## src/rtl/gpio_filter_bank.sv

```systemverilog
// Multi-channel GPIO input conditioner: per-channel synchroniser, run-length
// debouncer with programmable threshold, and registered edge/glitch strobes.
module gpio_filter_bank #(
  parameter int                  CHANNELS    = 8,
  parameter int                  SYNC_STAGES = 2,
  parameter int                  CNT_W       = 4,
  parameter logic [CHANNELS-1:0] RESET_VAL   = {CHANNELS{1'b1}}
) (
  input  logic                clk,
  input  logic                reset_n,
  input  logic                ena,
  input  logic [CNT_W-1:0]    threshold,
  input  logic [CHANNELS-1:0] din,
  output logic [CHANNELS-1:0] dout,
  output logic [CHANNELS-1:0] pos_edge,
  output logic [CHANNELS-1:0] neg_edge,
  output logic [CHANNELS-1:0] glitch,
  output logic                any_edge
);

  logic [CHANNELS-1:0] sync_q [SYNC_STAGES];
  logic [CHANNELS-1:0] sample;
  logic [CNT_W-1:0]    cnt_q  [CHANNELS];
  logic [CNT_W-1:0]    cnt_d  [CHANNELS];
  logic [CNT_W:0]      cnt_inc [CHANNELS];
  logic [CNT_W:0]      thr_eff;
  logic [CHANNELS-1:0] dout_d;
  logic [CHANNELS-1:0] pos_d;
  logic [CHANNELS-1:0] neg_d;
  logic [CHANNELS-1:0] glitch_d;
  logic                any_d;

  // The synchroniser runs every clock; only the debouncer honours ena.
  always_ff @(posedge clk or negedge reset_n) begin
    if (!reset_n) begin
      for (int i = 0; i < SYNC_STAGES; i++) sync_q[i] <= RESET_VAL;
    end else begin
      sync_q[0] <= din;
      for (int i = 1; i < SYNC_STAGES; i++) sync_q[i] <= sync_q[i-1];
    end
  end

  assign sample  = sync_q[SYNC_STAGES-1];
  assign thr_eff = (threshold == '0) ? (CNT_W+1)'(1) : {1'b0, threshold};

  // One extra bit so the increment never wraps before the threshold compare.
  always_comb begin
    for (int i = 0; i < CHANNELS; i++) cnt_inc[i] = {1'b0, cnt_q[i]} + (CNT_W+1)'(1);
  end

  always_comb begin
    dout_d   = dout;
    pos_d    = '0;
    neg_d    = '0;
    glitch_d = '0;
    for (int i = 0; i < CHANNELS; i++) cnt_d[i] = cnt_q[i];
    if (ena) begin
      for (int i = 0; i < CHANNELS; i++) begin
        if (sample[i] == dout[i]) begin
          if (cnt_q[i] != '0) begin
            cnt_d[i]    = '0;
            glitch_d[i] = 1'b1;
          end
        end else if (cnt_inc[i] >= thr_eff) begin
          dout_d[i] = sample[i];
          cnt_d[i]  = '0;
          pos_d[i]  = sample[i];
          neg_d[i]  = ~sample[i];
        end else begin
          cnt_d[i] = cnt_inc[i][CNT_W-1:0];
        end
      end
    end
    any_d = |(pos_d | neg_d);
  end

  always_ff @(posedge clk or negedge reset_n) begin
    if (!reset_n) begin
      dout     <= RESET_VAL;
      pos_edge <= '0;
      neg_edge <= '0;
      glitch   <= '0;
      any_edge <= 1'b0;
      for (int i = 0; i < CHANNELS; i++) cnt_q[i] <= '0;
    end else begin
      dout     <= dout_d;
      pos_edge <= pos_d;
      neg_edge <= neg_d;
      glitch   <= glitch_d;
      any_edge <= any_d;
      for (int i = 0; i < CHANNELS; i++) cnt_q[i] <= cnt_d[i];
    end
  end

endmodule

```

## config.mk

```make
export PLATFORM = sky130hd
export DESIGN_NAME = gpio_filter_bank
export DESIGN_NICKNAME = d
export VERILOG_FILES = /design/src/rtl/gpio_filter_bank.sv
export SDC_FILE = /design/constraint.sdc
export NUM_CORES = 1
export LEC_CHECK = 0
export CORE_MARGIN = 2
export CORE_UTILIZATION = 40
export DETAILED_ROUTE_END_ITERATION = 8
export GPL_TIMING_DRIVEN = 0
export PLACE_DENSITY = 0.58
export SLEW_MARGIN = 20
export SYNTH_ARGS = -nofsm -noshare
export SYNTH_HDL_FRONTEND = slang
export SYNTH_SLANG_ARGS = --single-unit
```

## constraint.sdc

```tcl
create_clock -name clk -period 5.1 [get_ports clk]
set_clock_uncertainty 0.15 [all_clocks]
set_input_delay 1.02 -clock clk [delete_from_list [all_inputs] [get_ports clk]]
set_output_delay 1.02 -clock clk [all_outputs]
set_load 0.05 [all_outputs]
```

# After elaboration in Yosys (flattened, before gate mapping)
# Cells that the tools add are included.
[totals]
ff_bits = 81
in_bits = 15
out_inout_bits = 33
elab_cells = 173
[op_classes]
addsub = 8
magnitude_cmp = 8
n_eq_ne = 16
n_mux = 76
bitwise_logic = 17
reduce_logical = 26
[ops]
columns = ["operator", "count"]
rows = [
  ["4-bit two-way mux", 25],
  ["1-bit two-way mux", 48],
  ["4-bit by 1-bit adder with 5-bit output, second input constant", 8],
  ["5-bit by 4-bit >= comparator with 1-bit output", 8],
  ["4-bit nonzero test", 8],
  ["8-bit two-way mux", 3],
  ["3-bit AND reduction", 8],
  ["2-bit by 1-bit inequality test with 1-bit output, second input constant", 8],
  ["1-bit inverter", 16],
  ["2-bit AND reduction", 8],
  ["1-bit == test", 8],
  ["8-bit bitwise OR", 1],
  ["8-bit OR reduction", 1],
  ["4-bit logical NOT", 1],
]

# Logic depth before layout (Yosys ltp)
[logic_depth]
word_depth = 8
ltp_mapped = 12
mapped_depth_nobuf = 10

# Worst setup path before layout
# No wires, ideal clock.
[synth_timing]
kind = "input to register"
start = "input port threshold[2]"
end = "register any_edge"
setup_ps = 129
t_arrival_ps = 3276
t_required_ps = 4821
setup_slack_ps = 1544
path_stages = 12
path_buffers = 2
path_cell_list = "buf_6 > buf_2 > nor3_1 > or2_2 > ha_1 > nand2b_1 > a21oi_1 > maj3_1 > o22ai_1 > nor3_2 > o22ai_1 > o41a_1"
[synth_between]
elab_chain_len = 8
elab_cells_between_ends = 46
classes_between = "order compare (8); mux (35); bitwise (1); reduce/logical (2)"
[synth_rtl]
columns = ["item", "line_no", "source"]
rows = [
  ["from (decl)", "12", "input logic [CNT_W-1:0] threshold,"],
  ["4-bit logical NOT", "44", "assign thr_eff = (threshold == '0) ? (CNT_W+1)'(1) : {1'b0, threshold};"],
  ["4-bit two-way mux *", "44", ""],
  ["5-bit by 4-bit >= comparator with 1-bit output", "64", "end else if (cnt_inc[i] >= thr_eff) begin"],
  ["1-bit two-way mux", "64", ""],
  ["1-bit two-way mux", "59", "if (sample[i] == dout[i]) begin"],
  ["8-bit two-way mux", "57", "if (ena) begin"],
  ["8-bit bitwise OR *", "74", "any_d = |(pos_d | neg_d);"],
  ["8-bit OR reduction *", "74", ""],
  ["named net any_d", "31", "logic any_d;"],
  ["to (signal assigned)", "90", "any_edge <= any_d;"],
  ["to (decl)", "18", "output logic any_edge"],
]
# The timed path passes the listed nets; every way through them passes the cells marked *.
# A chain may end at the register's enable or synchronous reset.

# Worst setup path after layout
[layout_timing]
start = "input port threshold[3]"
end = "register any_edge"
# The elaborated chain is that of the path after synthesis.

==> metrics.cfg <==
[drt]
drc = 0
routed_wl_um = 10100
vias_per_cell = 5.35
drt-initial-drc-count = 141
vias = 3507
drtAntennaViolNets = 0
first_pass_iters = 4
wl_per_cell_um = 15.4

[power]
cellLeakagePower_nw = 2.39
swShare = 0.410
power_density_nw_per_um2 = 515
p_comb_frac = 0.437
ir_drop_mv = 0.306
pwr-share-seq = 0.341
clkPwrFrac = 0.221
p_switching_w = 0.00117
power.internal_w = 0.00169

[cells_and_area]
finalNetCount = 554
final_area_um2 = 5560
antenna_cells = 0
fin_util = 0.491
drive_above_1_share = 0.152
syn_to_final_growth_pct = 20.5
stdcell_count = 655

[die]
die_w_um = 111
die-height_um = 111
start_util = 0.408
rows = 39
core_um2 = 11300
dieArea_um2 = 12400
io_pins = 48

[logic_synthesis]
synth_edf_count = 0
syn_area_per_cell_um2 = 10.3
async_flop_share = 1.00
netlist-cell-type-count = 53
yosys_warnings = 0
yosys_most_used_dff = dfrtp_1
synthCells = 450
synthTopCellsByCount = dfrtp_1 (57), inv_1 (34), nand2_1 (34), ha_1 (32), o21ai_0 (32)
synth.most_common_cell = dfrtp_1
synth-seq-cells = 81
synth_top_area_frac = 0.309
seq_area_frac_synth = 0.446
synth_nets = 497
synthTopCellsByArea = dfrtp_1 (31%), dfstp_2 (14%), ha_1 (8.7%)
syn_area_um2 = 4620
synth_top_cell_by_area = dfrtp_1

[placed_design]
dpl_cell_area_um2 = 5270
dp_hpwl_um = 7150
numPortBuffers = 45
gp_congestion = 0.839
dp_cells = 639
pre_cts_slack_ns = 0.514

[job]
maxCapViolCount = 0

[critical_path]
critPathArrivalTime_ns = 4.34
end_kind = flip-flop
critPathMaxFanout = 10
path_delay_family = compound AO/OA/AOI/OAI gates
critical-path-max-stage-delay_ns = 0.53
cp-start-kind = input port
worstSetupPathType = in2reg
crit_buf_inv = 2
cp_slowest_cell = clkdlybuf4s50_1
path_cells = clkdlybuf4s50_1 -> buf_2 -> nor3_1 -> or2_2 -> ha_1 -> nand2b_1 -> a21oi_1 -> maj3_1 -> a22oi_2 -> a211oi_2 -> o22ai_1 -> o41a_1
required_ns = 5.17

[clock_tree]
hold_buffers = 0
cts.sinks = 81
cts_resized = 0
cts_tree = done
htreeDepth = 3
cts_setup_buffers = 0
clockBufferDepth = 2
cts_root_buf = clkbuf_16
clk_pin_slew_ns = 0.06
clk_latency_ns = 0.34
cts_buffers = 9

[grt]
grt_usage = 0.173
grt_max_degree = 45
first_global_vias = 3556
grt_pass1_wl_um = 17000
gr-total-overflow = 0
antenna_found_initial = 0

[timing]
rsz0062_at_grt = no
period_needed_ns = 4.27
slew_violations = 0
slew_headroom = 0.555
hold_viol_final = 0
holdWs_ns = 0.204
tightest_slew_ns = 0.668
final.period_utilization = 0.837
setup_ws_ns = 0.833
timing.fmax_ghz = 0.234
finalSetupViolCount = 0

[outcome]
status = finished clean

[hold_path]
hold_class = reg2reg

worst register-to-register path, delay by kind of cell, from the launching register on:
kind | cells | cell delay, ns
AOI/OAI and AO/OA | 5 | 1.32
adders and majority gates | 3 | 0.83
DFF | 1 | 0.47
buffers and inverters | 1 | 0.07
power groups by stage:
| stage | combinational (W) | clock [W] | sequential, W |
|---|---|---|---|
| after floorplan | 0.000694 | 0 | 0.00119 |
| after global placement | 0.00123 | 0 | 0.000979 |
| after detailed placement | 0.00125 | 0 | 0.000987 |
| after CTS | 0.00126 | 0.000658 | 0.000977 |
| after global routing | 0.00139 | 0.000679 | 0.00101 |
| final | 0.00125 | 0.000634 | 0.000978 |
worst paths after layout:
check                                         to                  start  slack [ns]  cells past startpoint
setup / recovery              any_edge$_DFF_PN0_           threshold[3]        0.83                     12
hold / removal               sample[1]$_DFF_PN1_    sync_q[9]$_DFF_PN1_        0.20                      0
setup reg to reg              any_edge$_DFF_PN0_  cnt_q[20]$_DFFE_PN0P_        2.14                      9
hold reg to reg              sample[1]$_DFF_PN1_    sync_q[9]$_DFF_PN1_        0.20                      0
min in group asynchronous  neg_edge[0]$_DFF_PN0_                reset_n        0.49                      1
max in group asynchronous    sample[2]$_DFF_PN1_                reset_n        3.66                      2
metal layers:
metal | global-route usage | wire (um) | share of wire
met3 | 0.0343 | 381 | 0.038
met4 | 0.0872 | 294 | 0.029
met2 | 0.285 | 4850 | 0.48
met5 | 0 | 0 | 0
met1 | 0.216 | 4570 | 0.45
sequential cells by signal, indices dropped and copies added, names as in the netlist:
register  count
sync_q        8
neg_edge      8
any_edge      1
glitch        8
sample        8
dout          8
pos_edge      8
cnt_q        32
cells in the final DEF, fill, tap and decap left out, types with 7 or more instances in the layout:
master / count
clkdlybuf4s50_1: 44
o22ai_1: 8
dfrtp_1: 57
and3_1: 10
nor4_1: 7
ha_1: 32
nand2b_1: 10
o21ai_0: 32
xnor2_1: 18
mux2_1: 8
nor2_1: 24
a21oi_1: 17
nor3_1: 10
and2_1: 9
clkbuf_16: 9
dfstp_2: 24
xor2_1: 8
nand3_1: 13
maj3_1: 8
nand2_1: 34
inv_1: 34
through the flow:
stage                     setup TNS (ns)  total power (W)
after floorplan                        0          0.00188
after global placement             -4.60          0.00221
after detailed placement               0          0.00224
after CTS                              0          0.00290
after global routing                   0          0.00308
final                                  0          0.00287
cells by family after synthesis:
group / count (synthesis) / synth area share
AND/OR/NAND/NOR: 129 / 0.143
AO/OA/AOI/OAI: 106 / 0.160
multiplexers: 16 / 0.0380
adder cells (fa/ha/maj): 40 / 0.104
buffers and inverters: 49 / 0.0491
flip-flops: 81 / 0.446
XOR/XNOR: 29 / 0.0599
final cells by class:
type                       count  area, um2
fill                        1066       5760
multi-input combinational    320       2330
sequential                    81       2060
timing repair buffer          46        475
clock buffer                  14        284
tap                          143        179
inverter                      35        131
buffer                        14       95.1
clock inverter                 2       10.0
Note: power is estimated with default switching activity, not from simulation.
